===== config.mk =====
export PLATFORM = sky130hd
export DESIGN_NAME = dmem_access_ctrl
export DESIGN_NICKNAME = d
export VERILOG_FILES = /design/src/rtl/dmem_access_ctrl.sv
export SDC_FILE = /design/constraint.sdc
export NUM_CORES = 1
export LEC_CHECK = 0
export ABC_CLOCK_PERIOD_IN_PS = 2300
export CORE_MARGIN = 8
export CORE_UTILIZATION = 48
export CTS_BUF_LIST = sky130_fd_sc_hd__clkbuf_8 sky130_fd_sc_hd__clkbuf_16
export CTS_CLUSTER_SIZE = 25
export DETAILED_ROUTE_END_ITERATION = 16
export PLACE_DENSITY_LB_ADDON = 0.25
export SYNTH_ARGS = -nofsm -noshare
export SYNTH_HDL_FRONTEND = slang
export SYNTH_SLANG_ARGS = --single-unit

===== constraint.sdc =====
create_clock -name clk -period 2.3 [get_ports clk]
set_input_delay 0.23 -clock clk [delete_from_list [all_inputs] [get_ports clk]]
set_output_delay 0.23 -clock clk [all_outputs]
set_load 0.05 [all_outputs]

===== src/rtl/dmem_access_ctrl.sv =====
// Load/store sequencer between the memory stage and a word-wide data memory.
// Optional DMEM_CLEAR_EN adds a clear_req/clear_done memory-zeroing sweep.
module dmem_access_ctrl #(
   parameter int unsigned ADDR_W = 13
) (
   input  logic              clk,
   input  logic              reset,
   input  logic              req_valid,
   output logic              req_ready,
   input  logic              req_we,
   input  logic [1:0]        req_size,
   input  logic              req_unsigned,
   input  logic [ADDR_W+1:0] req_addr,
   input  logic [31:0]       req_wdata,
   output logic              resp_valid,
   output logic [31:0]       resp_rdata,
   output logic              resp_err,
   output logic [ADDR_W-1:0] mem_addr,
   output logic              mem_re,
   output logic              mem_we,
   output logic [31:0]       mem_wdata,
   input  logic [31:0]       mem_rdata
`ifdef DMEM_CLEAR_EN
   ,
   input  logic              clear_req,
   output logic              clear_done
`endif
);

   typedef enum logic [2:0] {
      IDLE,
      READ,
      CAPTURE,
      WRITE,
      RESP
`ifdef DMEM_CLEAR_EN
      ,
      CLEAR,
      CLEAR_DONE
`endif
   } state_e;

   state_e            state_q, state_d;
   logic              req_ready_q, req_ready_d;
   logic              resp_valid_q, resp_valid_d;
   logic              resp_err_q, resp_err_d;
   logic [31:0]       resp_rdata_q, resp_rdata_d;
   logic [ADDR_W-1:0] mem_addr_q, mem_addr_d;
   logic              mem_re_q, mem_re_d;
   logic              mem_we_q, mem_we_d;
   logic [31:0]       mem_wdata_q, mem_wdata_d;
   logic              we_q, we_d;
   logic [1:0]        size_q, size_d;
   logic              uns_q, uns_d;
   logic [1:0]        off_q, off_d;
   logic [15:0]       wdata_q, wdata_d;
`ifdef DMEM_CLEAR_EN
   logic [ADDR_W-1:0] clr_cnt_q, clr_cnt_d;
   logic              clear_done_q, clear_done_d;
`endif

   logic        req_err;
   logic [7:0]  rd_byte;
   logic [15:0] rd_half;
   logic [31:0] ld_data;
   logic [31:0] st_merge;

   assign req_err = (req_size == 2'b11) ||
                    (req_size == 2'b01 && req_addr[0]) ||
                    (req_size == 2'b10 && req_addr[1:0] != 2'b00);

   // Little-endian lane extraction and merge on the captured memory word.
   always_comb begin
      rd_byte = mem_rdata[7:0];
      case (off_q)
         2'd1:    rd_byte = mem_rdata[15:8];
         2'd2:    rd_byte = mem_rdata[23:16];
         2'd3:    rd_byte = mem_rdata[31:24];
         default: rd_byte = mem_rdata[7:0];
      endcase
      rd_half = off_q[1] ? mem_rdata[31:16] : mem_rdata[15:0];
      case (size_q)
         2'b00:   ld_data = {{24{~uns_q & rd_byte[7]}}, rd_byte};
         2'b01:   ld_data = {{16{~uns_q & rd_half[15]}}, rd_half};
         default: ld_data = mem_rdata;
      endcase
      st_merge = mem_rdata;
      if (size_q == 2'b00) begin
         case (off_q)
            2'd1:    st_merge[15:8]  = wdata_q[7:0];
            2'd2:    st_merge[23:16] = wdata_q[7:0];
            2'd3:    st_merge[31:24] = wdata_q[7:0];
            default: st_merge[7:0]   = wdata_q[7:0];
         endcase
      end else if (off_q[1]) begin
         st_merge[31:16] = wdata_q;
      end else begin
         st_merge[15:0] = wdata_q;
      end
   end

   always_comb begin
      state_d      = state_q;
      req_ready_d  = 1'b0;
      resp_valid_d = 1'b0;
      resp_err_d   = 1'b0;
      resp_rdata_d = '0;
      mem_addr_d   = mem_addr_q;
      mem_re_d     = 1'b0;
      mem_we_d     = 1'b0;
      mem_wdata_d  = mem_wdata_q;
      we_d         = we_q;
      size_d       = size_q;
      uns_d        = uns_q;
      off_d        = off_q;
      wdata_d      = wdata_q;
`ifdef DMEM_CLEAR_EN
      clr_cnt_d    = clr_cnt_q;
      clear_done_d = 1'b0;
`endif
      case (state_q)
         // RESP doubles as an idle cycle so a new request can be taken back-to-back.
         IDLE, RESP: begin
            state_d     = IDLE;
            req_ready_d = 1'b1;
`ifdef DMEM_CLEAR_EN
            if (clear_req) begin
               state_d     = CLEAR;
               req_ready_d = 1'b0;
               clr_cnt_d   = '0;
               mem_addr_d  = '0;
               mem_wdata_d = '0;
               mem_we_d    = 1'b1;
            end else
`endif
            if (req_valid) begin
               we_d       = req_we;
               size_d     = req_size;
               uns_d      = req_unsigned;
               off_d      = req_addr[1:0];
               wdata_d    = req_wdata[15:0];
               mem_addr_d = req_addr[ADDR_W+1:2];
               if (req_err) begin
                  state_d      = RESP;
                  resp_valid_d = 1'b1;
                  resp_err_d   = 1'b1;
               end else if (!req_we || req_size != 2'b10) begin
                  state_d     = READ;
                  req_ready_d = 1'b0;
                  mem_re_d    = 1'b1;
               end else begin
                  state_d     = WRITE;
                  req_ready_d = 1'b0;
                  mem_we_d    = 1'b1;
                  mem_wdata_d = req_wdata;
               end
            end
         end
         READ: state_d = CAPTURE;
         CAPTURE: begin
            if (!we_q) begin
               state_d      = RESP;
               req_ready_d  = 1'b1;
               resp_valid_d = 1'b1;
               resp_rdata_d = ld_data;
            end else begin
               state_d     = WRITE;
               mem_we_d    = 1'b1;
               mem_wdata_d = st_merge;
            end
         end
         WRITE: begin
            state_d      = RESP;
            req_ready_d  = 1'b1;
            resp_valid_d = 1'b1;
         end
`ifdef DMEM_CLEAR_EN
         CLEAR: begin
            if (clr_cnt_q == '1) begin
               state_d      = CLEAR_DONE;
               clear_done_d = 1'b1;
            end else begin
               clr_cnt_d  = clr_cnt_q + 1'b1;
               mem_addr_d = clr_cnt_q + 1'b1;
               mem_we_d   = 1'b1;
            end
         end
         CLEAR_DONE: begin
            state_d     = IDLE;
            req_ready_d = 1'b1;
         end
`endif
         default: begin
            state_d     = IDLE;
            req_ready_d = 1'b1;
         end
      endcase
   end

   always_ff @(posedge clk or negedge reset) begin
      if (!reset) begin
         state_q      <= IDLE;
         req_ready_q  <= 1'b1;
         resp_valid_q <= 1'b0;
         resp_err_q   <= 1'b0;
         resp_rdata_q <= '0;
         mem_addr_q   <= '0;
         mem_re_q     <= 1'b0;
         mem_we_q     <= 1'b0;
         mem_wdata_q  <= '0;
         we_q         <= 1'b0;
         size_q       <= '0;
         uns_q        <= 1'b0;
         off_q        <= '0;
         wdata_q      <= '0;
`ifdef DMEM_CLEAR_EN
         clr_cnt_q    <= '0;
         clear_done_q <= 1'b0;
`endif
      end else begin
         state_q      <= state_d;
         req_ready_q  <= req_ready_d;
         resp_valid_q <= resp_valid_d;
         resp_err_q   <= resp_err_d;
         resp_rdata_q <= resp_rdata_d;
         mem_addr_q   <= mem_addr_d;
         mem_re_q     <= mem_re_d;
         mem_we_q     <= mem_we_d;
         mem_wdata_q  <= mem_wdata_d;
         we_q         <= we_d;
         size_q       <= size_d;
         uns_q        <= uns_d;
         off_q        <= off_d;
         wdata_q      <= wdata_d;
`ifdef DMEM_CLEAR_EN
         clr_cnt_q    <= clr_cnt_d;
         clear_done_q <= clear_done_d;
`endif
      end
   end

   assign req_ready  = req_ready_q;
   assign resp_valid = resp_valid_q;
   assign resp_err   = resp_err_q;
   assign resp_rdata = resp_rdata_q;
   assign mem_addr   = mem_addr_q;
   assign mem_re     = mem_re_q;
   assign mem_we     = mem_we_q;
   assign mem_wdata  = mem_wdata_q;
`ifdef DMEM_CLEAR_EN
   assign clear_done = clear_done_q;
`endif

endmodule


==> results of run 1 <==
-- Yosys cell counts, types with 9 or more instances --
master	number	share of area (%)
a31oi_1	18	2.0
mux2_2	81	16
dfrtp_1	106	48
a21oi_1	17	1.5
buf_2	12	1.1
clkbuf_1	27	1.8
o21ai_0	54	4.9
nor2b_1	9	1.0
a211oi_1	16	2.2
inv_1	11	0.74
a21o_1	16	2.2
nand2_1	39	2.6
nor2_1	26	1.8
-- per-stage QoR --
step | instance area [um^2] | worst slack, ns | util [%]
floorplan | 5550 | 0.541 | -
global placement | 7400 | 0.316 | 65.1
detailed placement | 7400 | 0.287 | 65.1
CTS | 7700 | 0.327 | 67.8
global route | 7710 | 0.0758 | 67.8
finish | 7710 | 0.272 | 67.8
-- layout make-up --
type                    count  area share (%)
repair buffers            189            24.3
clock buffers              10            3.10
inverters                  11           0.536
flip-flops and latches    107            34.8
clock inverters             6           0.649
well taps                 143            2.32
multi-input cells         350            34.3
diodes                      1          0.0325
-- state kept, by name (all words and copies together) (netlist names), 2 cells and up --
| signal | count |
|---|---|
| state_q | 3 |
| wdata_q | 16 |
| mem_wdata | 32 |
| resp_rdata | 32 |
| off_q | 2 |
| size_q | 2 |
| mem_addr | 13 |
-- per-layer routing --
metal | part of all wire [%] | track usage, % | up-vias
met5 | 0 | 0 | -
met4 | 2.4 | 9.41 | 0
met3 | 9.6 | 5.34 | 31
met2 | 48 | 36.2 | 268
li1 | - | - | 2184
met1 | 40 | 29.8 | 2367
-- where the power goes --
part	leakage (nW)	switching [mW]	total [mW]	internal (mW)
clock	0.157	0.653	1.51	0.858
combinational	1.83	3.81	6.31	2.50
sequential	1.33	0.544	3.16	2.62
-- logic make-up after synthesis --
| logic type | Yosys count | share of synthesized area, % |
|---|---|---|
| AO/OA/AOI/OAI | 154 | 17.6 |
| flip-flops | 107 | 48.3 |
| AND/OR/NAND/NOR | 106 | 9.97 |
| multiplexers | 90 | 19.9 |
| buffers and inverters | 55 | 4.26 |
-- cells in the final DEF (no fill, tap or decap), drive strengths merged, types with 8 or more instances in the layout --
cell type      netlist  final
nand2               39     39
o22ai                8      8
mux4                 8      8
a21o                16     16
clkbuf              27     10
a31oi               18     18
buf                 17     22
and3b                8      8
nor2                26     26
a221oi               8      8
nor2b                9      9
and3                 8      8
a21oi               17     17
dfrtp              106    106
a211oi              16     16
o21ai               60     60
inv                 11     15
clkdlybuf4s50        0    166
mux2                81     81
a2111oi              8      8
-- worst min-delay path by stage --
stage | end | from | slack, ns
final | mem_wdata[20]$_DFFE_PN0P_ | reset | 0.40
after global routing | mem_addr[9]$_DFFE_PN0P_ | reset | 0.44
after CTS | mem_addr[9]$_DFFE_PN0P_ | reset | 0.41
after detailed placement | mem_wdata[21]$_DFFE_PN0P_ | reset | 0.23
after global placement | mem_addr[9]$_DFFE_PN0P_ | reset | 0.22
after floorplan | mem_addr[0]$_DFFE_PN0P_ | reset | -0.07
==> flow_summary.json, run 1 <==
{
  "status": "finished, final reports clean",
  "coreArea_mm2": 0.0114,
  "worstSetupStartpointType": "register",
  "dp_cells": 799,
  "cp_num_cells": 5,
  "initial_core_util_pct": 48.8,
  "dp_hpwl_um": 13000,
  "hp-class": "primary input to asynchronous set/reset pin",
  "post_drt_wl_per_cell_um": 21.2,
  "startpoint": "off_q[0]$_DFFE_PN0P_",
  "worst_pin_slew_ns": 0.756,
  "cp_slowest_cell": "nor3b_2",
  "cts_tree": "yes",
  "postCtsHoldBufs": 1,
  "synth_seq_cells": 107,
  "clk_path_buf_depth": 2,
  "num-nets-final": 754,
  "async_reset_ff_share_pct": 100,
  "antenna_found_initial": 1,
  "tns_ns": 0,
  "overflow": 0,
  "fillers": 916,
  "seq_area_frac_synth_pct": 48.3,
  "dieArea_mm2": 0.0153,
  "die_x_um": 124,
  "cts.reportedPaths.clkPinSlew_ns": 0.07,
  "cp.buffers_inverters": 1,
  "syn_area_mm2": 0.00555,
  "synth_fp_nets": 598,
  "maxCapViolCount": 0,
  "ios": 168,
  "drtPass1Iterations": 7,
  "die_h_um": 124,
  "p_leak_nw": 3.32,
  "ant_nets": 0,
  "track_usage_pct": 22.9,
  "clk_latency_ns": 0.34,
  "report.final.slew_viol_count": 0,
  "avgSynthCellArea_um2": 10.8,
  "reg2reg_depth": 5,
  "vias_per_cell": 5.94,
  "cts_resized": 0,
  "numCtsBuffers": 9,
  "ys_types": 40,
  "path_cells": "buf_12 > nor3b_2 > o21ai_0 > a21oi_1 > mux2_2",
  "cts.sinks": 107,
  "timing.hold.ws_ns": 0.395,
  "wirelength_um": 17400,
  "fin_crit_sh_pct": 88.2,
  "cp.arrival_ns": 2.31,
  "r2r_start": "off_q[0]$_DFFE_PN0P_",
  "grt_pass1_vias": 4916,
  "cts_max_level": 3,
  "ys.flop_type": "dfrtp_1",
  "total_power_mw": 11.0,
  "cellPowerDensity_mw_per_mm2": 1420,
  "critPathMaxFanout": 27,
  "drive_above_1_share_pct": 19.8,
  "globalplace.congestion": 0.891,
  "max_freq_ghz": 0.493,
  "drcViolationCount": 0,
  "syn_inst": 512,
  "grt_max_degree": 47,
  "critPathTopFamily": "simple AND/OR/NAND/NOR gates",
  "synth_edf_count": 0,
  "multi_input_area_mm2": 0.00264,
  "skew_ns": 0.00812,
  "worstPathRequired_ns": 2.58,
  "fin_cells": 817,
  "cp-endpoint": "mem_wdata[2]$_DFFE_PN0P_",
  "cp-end-kind": "register",
  "max_stage_delay_ns": 0.65,
  "worst_ir_drop_vdd_v": 0.00105,
  "r2r-end": "mem_wdata[2]$_DFFE_PN0P_",
  "path_class": "register to register",
  "r2r_slack_ns": 0.27,
  "final_hold_viol_count": 0,
  "period_minus_slack_ns": 2.03,
  "drt_iter0_drc": 435,
  "grt_pass1_wl_um": 26800,
  "setup_viol": 0,
  "slew_headroom_pct": 49.4,
  "port-buffer-count": 167,
  "yosys_warnings": 0,
  "cts-root-buf": "clkbuf_16",
  "rsz0062_at_grt": "no",
  "vias": 4850,
  "area_growth_pct": 38.9,
  "row_count": 39,
  "seq_area_mm2": 0.00268,
  "cts_setup_buffers": 0
}
No activity file was read; power rests on OpenSTA's default activity.
==> run 2: changes to the inputs <==
CORE_ASPECT_RATIO = 0.5   (was not set)
HOLD_SLACK_MARGIN = 0.02   (was not set)
TNS_END_PERCENT = 30   (was not set)
==> flow_summary.json, run 2 (synthesized netlist as in run 1, its figures left out) <==
{
  "status": "finished, final reports clean",
  "r2r_slack_ns": 0.21,
  "maxCapViolCount": 0,
  "cts_max_level": 3,
  "overflow": 0,
  "use_met2_pct": 33.8,
  "grt_pass1_vias": 4940,
  "max_freq_ghz": 0.479,
  "reg2reg_depth": 5,
  "layout_commonest_cell": "clkdlybuf4s50_1",
  "period_minus_slack_ns": 2.09,
  "n_antenna_cell": 0,
  "num-nets-final": 753,
  "layout_common_cells": "clkdlybuf4s50_1 (166), dfrtp_1 (105), mux2_2 (81)",
  "clk_latency_ns": 0.35,
  "report.final.slew_viol_count": 0,
  "p_leak_nw": 3.30,
  "cts.reportedPaths.clkPinSlew_ns": 0.07,
  "die_x_um": 168,
  "multi_input_area_mm2": 0.00264,
  "grtUsageMet1_pct": 28.4,
  "ant_nets": 0,
  "post_drt_wl_per_cell_um": 21.0,
  "grt.busiest_layer": "met2",
  "dieArea_mm2": 0.0155,
  "skew_ns": 0.00706,
  "drcViolationCount": 0,
  "vias_per_cell": 5.90,
  "globalplace.congestion": 0.855,
  "cts-root-buf": "clkbuf_16",
  "worstPathRequired_ns": 2.59,
  "worst_pin_slew_ns": 0.750,
  "fin_crit_sh_pct": 90.7,
  "grt_max_degree": 53,
  "use_met3_pct": 8.89,
  "pre_cts_ws_ns": 0.260,
  "cp-end-kind": "register",
  "r2r-end": "resp_rdata[6]$_DFF_PN0_",
  "cts.sinks": 107,
  "ios": 168,
  "cts_tree": "yes",
  "drtPass1Iterations": 6,
  "cp.arrival_ns": 2.37,
  "clk_path_buf_depth": 2,
  "r2r_start": "size_q[1]$_DFFE_PN0P_",
  "antenna_found_initial": 0,
  "row_count": 27,
  "critPathMaxFanout": 23,
  "rsz0062_at_grt": "no",
  "fillers": 812,
  "coreArea_mm2": 0.0111,
  "cts_setup_buffers": 0,
  "final_hold_viol_count": 0,
  "slew_headroom_pct": 50.0,
  "wirelength_um": 17200,
  "area_growth_pct": 38.6,
  "path_class": "register to register",
  "initial_core_util_pct": 49.9,
  "grt_pass1_wl_um": 27000,
  "drive_above_1_share_pct": 20.1,
  "port-buffer-count": 167,
  "drt_iter0_drc": 379,
  "worstSetupStartpointType": "register",
  "hp-class": "primary input to asynchronous set/reset pin",
  "setup_viol": 0,
  "tns_ns": 0,
  "dp_hpwl_um": 12700,
  "die_h_um": 92.0,
  "track_usage_pct": 22.0,
  "numCtsBuffers": 9,
  "vias": 4815,
  "cellPowerDensity_mw_per_mm2": 1420,
  "setup_ws_ns": 0.214,
  "seq_area_mm2": 0.00268,
  "worst_ir_drop_vdd_v": 0.000871
}
## run 2: changes by cell type in the layout (fill, tap and decap cells not counted), sizes merged
cell and delta:
inv -4, clkinv +3, buf -1, diode -1
## run 2: worst max-delay path by stage
stage / startpoint / to / slack (ns) / cells past startpoint
final: size_q[1]$_DFFE_PN0P_ / resp_rdata[6]$_DFF_PN0_ / 0.21 / 5
after global routing: size_q[1]$_DFFE_PN0P_ / resp_rdata[6]$_DFF_PN0_ / 0.09 / 5
after CTS: off_q[1]$_DFFE_PN0P_ / resp_rdata[6]$_DFF_PN0_ / 0.26 / 5
after detailed placement: req_addr[0] / mem_wdata[28]$_DFFE_PN0P_ / 0.26 / 6
after global placement: req_addr[0] / mem_wdata[31]$_DFFE_PN0P_ / 0.31 / 6
after floorplan: size_q[1]$_DFFE_PN0P_ / mem_wdata[23]$_DFFE_PN0P_ / 0.54 / 6
## run 2: repair_timing
| item | CTS | global route |
|---|---|---|
| endpoints found under the setup margin | 0 | 0 |
| gates resized for setup | 0 | 0 |
| endpoints found under the hold margin | 36 | 0 |
| hold buffers | 1 | 0 |
## run 2: power by group
part	internal (mW)	switching [mW]	leakage [nW]	total [mW]
logic	2.45	3.78	1.82	6.24
clock network	0.864	0.675	0.148	1.54
registers	2.62	0.562	1.33	3.18
total	5.94	5.02	3.30	11.0
## run 2: final cells by class
class / count / share of cell area (%)
inverters: 11 / 0.537
flip-flops and latches: 107 / 34.9
clock buffers: 10 / 3.11
repair buffers: 188 / 24.1
multi-input cells: 350 / 34.3
well taps: 145 / 2.36
clock inverters: 5 / 0.700
## run 2: routing by layer
layer	part of all wire [%]	wire [um]	vias to the layer above
li1	-	-	2184
met1	41	7120	2375
met2	46	7890	226
met3	11	1810	30
met4	2.0	348	0
met5	0	0	-
## run 2: per-stage QoR
step | util [%] | power, mW | cell area (um^2) | hold WS [ns] | std cells
global placement | 66.5 | 9.30 | 7390 | 0.232 | 800
global route | 69.2 | 11.5 | 7690 | 0.457 | 816
finish | 69.2 | 11.0 | 7690 | 0.417 | 816
detailed placement | 66.5 | 9.42 | 7390 | 0.234 | 800
floorplan | - | 7.40 | 5550 | -0.0656 | 512
CTS | 69.2 | 11.0 | 7690 | 0.420 | 816
## run 2: worst max-delay path, stage by stage (launching register included)
cell	delay, ns
dfrtp_1	0.42
buf_4	0.30
nand2b_1	0.32
o22ai_1	0.13
a2111oi_0	0.64
buf_4	0.21
==> run 3: changes to the inputs <==
CORE_UTILIZATION = 64   (was 48)
DONT_BUFFER_PORTS = 1   (was not set)
GPL_TIMING_DRIVEN = 0   (was not set)
==> flow_summary.json, run 3 (synthesized netlist as in run 1, its figures left out) <==
{
  "timing.hold.ws_ns": -0.441,
  "worst_ir_drop_vdd_v": 0.000850,
  "cts_tree": "yes",
  "cts-root-buf": "clkbuf_16",
  "seq_area_mm2": 0.00268,
  "p_leak_nw": 2.83,
  "layout_commonest_cell": "dfrtp_1",
  "worst_pin_slew_ns": 0.834,
  "setup_viol": 0,
  "coreArea_mm2": 0.00856,
  "vias": 4607,
  "port-buffer-count": 0,
  "pre_cts_ws_ns": 0.190,
  "tns_ns": 0,
  "violations": "hold timing",
  "cts.sinks": 107,
  "worstPathRequired_ns": 2.54,
  "num-nets-final": 652,
  "dp_hpwl_um": 12200,
  "drt_iter0_drc": 485,
  "status": "finished, violations left",
  "path_class": "register to register",
  "hp-class": "primary input to asynchronous set/reset pin",
  "cts.reportedPaths.clkPinSlew_ns": 0.07,
  "grt_max_degree": 108,
  "layout_common_cells": "dfrtp_1 (106), mux2_2 (81), o21ai_0 (54)",
  "vias_per_cell": 6.70,
  "grt_pass1_wl_um": 26100,
  "ios": 168,
  "utilization_pct": 74.8,
  "dieArea_mm2": 0.0121,
  "maxCapViolCount": 0,
  "fillers": 598,
  "cp.arrival_ns": 2.46,
  "rsz0062_at_grt": "no",
  "worstSetupStartpointType": "register",
  "cellPowerDensity_mw_per_mm2": 1540,
  "overflow": 0,
  "skew_ns": 0.00833,
  "drtPass1Iterations": 5,
  "ant_nets": 0,
  "report.final.slew_viol_count": 0,
  "slew_headroom_pct": 44.1,
  "period_minus_slack_ns": 2.21,
  "globalplace.congestion": 0.999,
  "fin_crit_sh_pct": 96.3,
  "row_count": 24,
  "multi_input_area_mm2": 0.00263,
  "antenna_found_initial": 0,
  "cp-end-kind": "register",
  "die_x_um": 148,
  "clk_latency_ns": 0.36,
  "critPathMaxFanout": 10,
  "drive_above_1_share_pct": 22.4,
  "wirelength_um": 17300,
  "drcViolationCount": 0,
  "r2r_slack_ns": 0.09,
  "setup_ws_ns": 0.0856,
  "n_antenna_cell": 0,
  "clk_path_buf_depth": 2,
  "die_h_um": 81.8,
  "post_drt_wl_per_cell_um": 25.2,
  "area_growth_pct": 15.4,
  "max_freq_ghz": 0.452,
  "numCtsBuffers": 9,
  "track_usage_pct": 28.8,
  "initial_core_util_pct": 64.8,
  "final_hold_viol_count": 107,
  "cts_max_level": 3,
  "grt_pass1_vias": 4611
}
run 3: changes by cell type in the layout (fill, tap and decap cells not counted), moves of 2 or more:
cell / delta
buf_1: +3
buf_12: -2
buf_2: +12
buf_4: -17
clkbuf_1: +26
clkdlybuf4s50_1: -166
clkinv_2: -3
clkinv_4: +2
clkinvlp_4: +2
dlygate4sd3_1: +42
run 3: final cells by class:
class	instances	area share, %
buffer	44	3.05
inverter	11	0.645
clock inverter	7	0.840
tap	117	2.29
sequential	107	41.8
multi-input combinational	350	41.1
clock buffer	9	3.52
timing repair buffer	43	6.72
run 3: per-layer routing:
layer / wire (um) / up-vias / track usage, % / part of all wire [%]
met5: 0 / - / 0 / 0
met4: 511 / 0 / 10.6 / 3.0
met3: 2630 / 59 / 13.2 / 15
met2: 7620 / 328 / 44.6 / 44
met1: 6540 / 2237 / 35.4 / 38
li1: - / 1983 / - / -
run 3: path summary, 6_finish.rpt:
kind | startpoint | end | cells past startpoint
worst max-delay path | off_q[1]$_DFFE_PN0P_ | mem_wdata[27]$_DFFE_PN0P_ | 6
max in group asynchronous | reset | wdata_q[6]$_DFFE_PN0P_ | 0
worst min-delay path | reset | mem_addr[6]$_DFFE_PN0P_ | 0
worst max register to register | off_q[1]$_DFFE_PN0P_ | mem_wdata[27]$_DFFE_PN0P_ | 6
min in group clk | req_wdata[6] | wdata_q[6]$_DFFE_PN0P_ | 1
worst min register to register | wdata_q[8]$_DFFE_PN0P_ | wdata_q[8]$_DFFE_PN0P_ | 1
run 3: power breakdown:
group	switching, mW	total (mW)	internal (mW)
clock network	0.710	1.45	0.740
registers	2.50	5.09	2.58
logic	1.77	3.32	1.55
total	4.98	9.85	4.87
run 3: worst max-delay path, stage by stage (launching register included):
cell and delay (ns):
dfrtp_1 0.41, buf_2 0.24, buf_1 0.33, nand2_1 0.29, a211oi_1 0.39, o21ai_0 0.16
mux2_2 0.28
run 3: what timing repair did:
action / 4_1_cts / 5_1_grt
resized for setup: 0 / 1
hold endpoints to repair: 141 / 116
setup buffers: 0 / 0
setup endpoints to repair: 0 / 2
hold buffers: 34 / 9
run 3: stage by stage:
stage	power (mW)	cells	cell area (um^2)
6_report	9.85	688	6400
4_1_cts	9.77	679	6310
3_3_place_gp	8.15	629	5700
2_1_floorplan	7.40	512	5550
5_1_grt	10.3	688	6400
3_5_place_dp	8.26	629	5700
==> patch 1: new RTL, flow settings as in run 2 <==
Reset style: synchronous (`reset`), changed in one clocked block.
--- a/src/rtl/dmem_access_ctrl.sv
+++ b/src/rtl/dmem_access_ctrl.sv
@@ -198,5 +198,5 @@
    end
 
-   always_ff @(posedge clk or negedge reset) begin
+   always_ff @(posedge clk) begin
       if (!reset) begin
          state_q      <= IDLE;
Formal check against the unedited RTL: differs if reset is asserted again (counterexample within 4 cycles, from zero or initial values and one cycle with reset low); with reset held inactive, the same outputs for 4 cycles.
==> patch 1 against run 2 <==
Count of clock-buffer cells in the layout unchanged; first-iteration DRC count is 67% higher; synthesized area fell by 13%; setup slack better by 0.086 ns; wire length is 0.63% higher; sequential cell count is the same; cell area decreased by 10%; clock skew about the same; synthesized cell count grew 16%; critical path type unchanged; critical endpoint is now mem_wdata[23]$_SDFFE_PN0P_.
Power is not compared: it rests on default switching activity, and its combinational part moved more than twofold at a synthesized area within 25%.
==> patch 1: results (changes against run 2) <==
| Metric | Value |
|---|---|
| FF-to-FF setup slack | `0.30 ns (+0.09 ns)` |
| CP max stage delay | `0.61 ns (-0.03 ns)` |
| M2 GR Usage | `35.0% (+1.2 points)` |
| Count of filler cells inserted in the layout | `784 (-3.4%)` |
| Largest driver fanout on the critical path | `13 (-43%)` |
| Post-synthesis sequential area ratio | `44.3% (-4.0 points)` |
| Multiplexer share of the synthesized area | `1.71% (-18 points)` |
| Placed cell area | `6610 sq um (-11%)` |
| Number of global-route vias before repair | `4889 (-1.0%)` |
| Slowest cell on the critical path | `sky130_fd_sc_hd__nor3b_1` |
| Cell types with the largest area share after synthesis | `sky130_fd_sc_hd__dfxtp_1 44%, sky130_fd_sc_hd__nand2_1 11%, sky130_fd_sc_hd__a21boi_0 5.6%, sky130_fd_sc_hd__o21ai_0 4.5%, sky130_fd_sc_hd__a21oi_1 3.7%` |
| Synth cell types | `43 (+7.5%)` |
| Crit path DAT | `2.23 ns (-0.14 ns)` |
| Outcome | `completed` |
| Met3 track demand over resource | `7.52% (-1.4 points)` |
| Total wire length | `17300 um (+0.63%)` |
| Fin cells | `879 (+7.7%)` |
| Final HPWL from detailed placement | `13000 um (+2.1%)` |
| Share of flip-flops with an asynchronous set or reset after synthesis | `0% (-100 points)` |
| Fraction of final layout cells with drive strength greater than 1 | `5.82% (-14 points)` |
| Most common library cells after synthesis | `141 x sky130_fd_sc_hd__nand2_1, 107 x sky130_fd_sc_hd__dfxtp_1, 43 x sky130_fd_sc_hd__clkbuf_1, 43 x sky130_fd_sc_hd__o21ai_0` |
| Total power of the final layout | `between 0.004 and 0.005 W` |
| Met2 Wirelength | `7000 um (-11%)` |
| Pin count of the biggest net entering global routing | `66 (+25%)` |
| Global-route wire length before repair | `26600 um (-1.5%)` |
| All-Layer GR Usage | `24.4% (+2.4 points)` |
| Post-synthesis average cell area | `8.14 sq um (-25%)` |
| Total iterations of the first detailed-routing run | `5 (-1)` |
| Class of the tightest hold or removal check | `input pin to register` |
| Worst Tran Pin Value | `0.706 ns (-0.0441 ns)` |
| Placed Instances | `863 (+7.9%)` |
| Ys flop type | `sky130_fd_sc_hd__dfxtp_1` |
| Compound-gate portion of the synthesized area | `30.6% (+13 points)` |
| Net count after synthesis | `680 (+14%)` |
| Met3 routed wirelength | `2120 um (+17%)` |
| Hold_ws | `0.245 ns (-0.172 ns)` |
| Routed metal-1 wire length | `8000 um (+12%)` |
| Placement-stage worst setup slack | `0.143 ns (-0.117 ns)` |
| Largest delay contributor family on the critical path | `simple AND/OR/NAND/NOR gates` |
| DRC marker count from the first detailed-route iteration | `632 (+67%)` |
| Routability Congestion | `0.873 (+2.1%)` |
==> patch 1: changes by cell type after synthesis, moves of 15 or more <==
cell                       delta
sky130_fd_sc_hd__a21boi_0    +36
sky130_fd_sc_hd__a21o_1      -16
sky130_fd_sc_hd__a21oi_1     +19
sky130_fd_sc_hd__clkbuf_1    +16
sky130_fd_sc_hd__dfrtp_1    -106
sky130_fd_sc_hd__dfxtp_1    +107
sky130_fd_sc_hd__mux2_2      -81
sky130_fd_sc_hd__nand2_1    +102
sky130_fd_sc_hd__nor2_1      -15
sky130_fd_sc_hd__o211ai_1    +16
sky130_fd_sc_hd__o221ai_1    +16
==> patch 1: cell type report <==
cell class | instances | area, sq um | share of cell area [%]
clock buffer | 10 | 239 | 3.45
clock inverter | 6 | 73.8 | 1.07
inverter | 3 | 11.3 | 0.163
multi-input combinational | 429 | 2470 | 35.7
sequential | 107 | 2140 | 31.0
tap | 140 | 175 | 2.53
timing repair buffer | 184 | 1810 | 26.1
==> patch 1: worst max path at each step <==
| stage | start | to | slack (ns) | cells past startpoint |
|---|---|---|---|---|
| after global placement | req_valid | mem_wdata[16]$_SDFFE_PN0P_ | 0.19 | 6 |
| after detailed placement | req_valid | mem_wdata[0]$_SDFFE_PN0P_ | 0.14 | 6 |
| after CTS | state_q[1]$_SDFF_PN0_ | mem_wdata[0]$_SDFFE_PN0P_ | 0.37 | 5 |
| after floorplan | state_q[1]$_SDFF_PN0_ | mem_wdata[16]$_SDFFE_PN0P_ | 0.58 | 7 |
| after global routing | size_q[1]$_SDFFE_PN0P_ | mem_wdata[18]$_SDFFE_PN0P_ | 0.02 | 5 |
| final | size_q[1]$_SDFFE_PN0P_ | mem_wdata[23]$_SDFFE_PN0P_ | 0.30 | 5 |
==> patch 2: new RTL, flow settings as in run 2 <==
Without the edit above. Build with the macro `DMEM_CLEAR_EN` defined.
--- a/src/rtl/dmem_access_ctrl.sv
+++ b/src/rtl/dmem_access_ctrl.sv
@@ -1,4 +1,6 @@
 // Load/store sequencer between the memory stage and a word-wide data memory.
 // Optional DMEM_CLEAR_EN adds a clear_req/clear_done memory-zeroing sweep.
+`define DMEM_CLEAR_EN
+
 module dmem_access_ctrl #(
    parameter int unsigned ADDR_W = 13
Ports: changed (added clear_done and clear_req); port bits go from 168 to 170. No check against the original RTL was run, so the function may have changed too.
==> patch 2 against run 2 <==
Setup slack got worse by 0.042 ns; global-route usage grew 1.8 points; sequential cell count increased by 14; cell area increased by 21%; final cell count rose by 22%; worst hold slack worse by 0.044 ns; synthesized area up 19%; wire length increased by 25%; largest cell class is now multi-input gates.
Power is not compared: it rests on default switching activity, and its combinational part moved more than twofold at a synthesized area within 25%.
==> patch 2: results (changes against run 2) <==
| Metric | Value |
|---|---|
| Outcome | `completed` |
| Adder-Cell Fraction of Synth Area | `0.190% (+0.19 points)` |
| Final worst clock skew | `0.00920 ns (+0.00215 ns)` |
| Met3 routed wirelength | `1920 um (+6.1%)` |
| Xor and xnor fraction of the mapped netlist area | `0.664% (+0.66 points)` |
| Worst Tran Pin Value | `0.645 ns (-0.105 ns)` |
| Global-route met1 utilization | `29.4% (+1.0 points)` |
| Pin count of the biggest net entering global routing | `57 (+7.5%)` |
| Placed Instances | `961 (+20%)` |
| Met3 track demand over resource | `6.83% (-2.1 points)` |
| CP max stage delay | `0.61 ns (-0.03 ns)` |
| Vias per inst | `6.19 (+4.9%)` |
| Required time reported for the critical path endpoint | `2.60 ns (about the same)` |
| Worst vdd rail ir drop | `0.470 mV` |
| Synth cell types | `64 (+60%)` |
| Final HPWL from detailed placement | `15600 um (+22%)` |
| Num CTS Buffers | `17 (+8)` |
| DRC marker count from the first detailed-route iteration | `813 (+110%)` |
| Post-synthesis sequential area ratio | `45.9% (-2.4 points)` |
| All-Layer GR Usage | `23.8% (+1.8 points)` |
| Cell types with the largest area share after synthesis | `sky130_fd_sc_hd__dfrtp_1 46%, sky130_fd_sc_hd__mux2_2 9.9%, sky130_fd_sc_hd__nand2_1 3.2%, sky130_fd_sc_hd__o21ai_0 3.1%, sky130_fd_sc_hd__mux4_2 2.7%` |
| Final-stage net count | `893 (+19%)` |
| Count of filler cells inserted in the layout | `1008 (+24%)` |
| Slowest cell on the critical path | `sky130_fd_sc_hd__or4_1` |
| RR Endpoint | `mem_addr[12]$_DFFE_PN0P_` |
| FF-to-FF setup slack | `0.17 ns (-0.04 ns)` |
| Placed cell area | `8640 sq um (+17%)` |
| M2 GR Usage | `39.6% (+5.9 points)` |
| Largest delay contributor family on the critical path | `simple AND/OR/NAND/NOR gates` |
| Share of flip-flops with an asynchronous set or reset after synthesis | `100% (unchanged)` |
| Depth of the CTS H-tree | `4 (+1)` |
| Hold_ws | `0.374 ns (-0.0435 ns)` |
| Worst-skew pair later-pin latency | `0.41 ns (+0.06 ns)` |
| Mapped Cells | `633 (+24%)` |
| Net count after synthesis | `721 (+21%)` |
| Routed metal-1 wire length | `8580 um (+20%)` |
| Post-detailed-route wirelength per cell | `21.7 um (+3.1%)` |
| Number of I/O port buffers | `169 (+1.2%)` |
| Routability Congestion | `0.962 (+13%)` |
| Global-route wire length before repair | `34100 um (+26%)` |
| Fraction of final layout cells with drive strength greater than 1 | `19.3% (-0.78 points)` |
| Met2 Wirelength | `10600 um (+34%)` |
| Placement-stage worst setup slack | `0.0621 ns (-0.198 ns)` |
patch 2: cell types whose count changed after synthesis, moves of 9 or more:
cell and delta:
sky130_fd_sc_hd__mux2_2 -23, sky130_fd_sc_hd__nand3_1 +23, sky130_fd_sc_hd__o211ai_1 +19, sky130_fd_sc_hd__a32o_1 +17, sky130_fd_sc_hd__nand2_1 +17, sky130_fd_sc_hd__dfrtp_1 +14
sky130_fd_sc_hd__o21ai_0 -13, sky130_fd_sc_hd__nand4_1 +11, sky130_fd_sc_hd__nor3_1 +11, sky130_fd_sc_hd__o221ai_1 +9
patch 2: area by class of cell:
class                   count  area [sq um]  area share (%)
flip-flops and latches    121          3030            32.6
well taps                 176           220            2.37
multi-input cells         443          3310            35.6
repair buffers            207          2040            21.9
inverters                  15          56.3           0.606
clock inverters            13           201            2.17
clock buffers              18           439            4.73
patch 2: worst max-delay path by stage:
stage / to / cells past startpoint
2_1_floorplan: mem_addr[12]$_DFFE_PN0P_ / 7
3_3_place_gp: mem_wdata[30]$_DFFE_PN0P_ / 6
3_5_place_dp: mem_addr[3]$_DFFE_PN0P_ / 5
4_1_cts: mem_wdata[31]$_DFFE_PN0P_ / 4
5_1_grt: clr_cnt_q[11]$_DFFE_PN0P_ / 5
6_report: mem_addr[12]$_DFFE_PN0P_ / 5
patch 2: power breakdown:
| part | internal [W] | switching [W] | leakage (nW) |
|---|---|---|---|
| logic | 0.000307 | 0.000357 | 2.10 |
| clock network | 0.00194 | 0.00100 | 0.313 |
| registers | 0.00217 | 0.0000392 | 1.53 |
| total | 0.00442 | 0.00140 | 3.94 |
patch 2: repair_timing:
action / in CTS / in global routing
setup buffers: 0 / 0
endpoints found under the hold margin: 45 / 0
hold buffers: 1 / 0
resized for setup: 0 / 1
setup endpoints to repair: 0 / 4
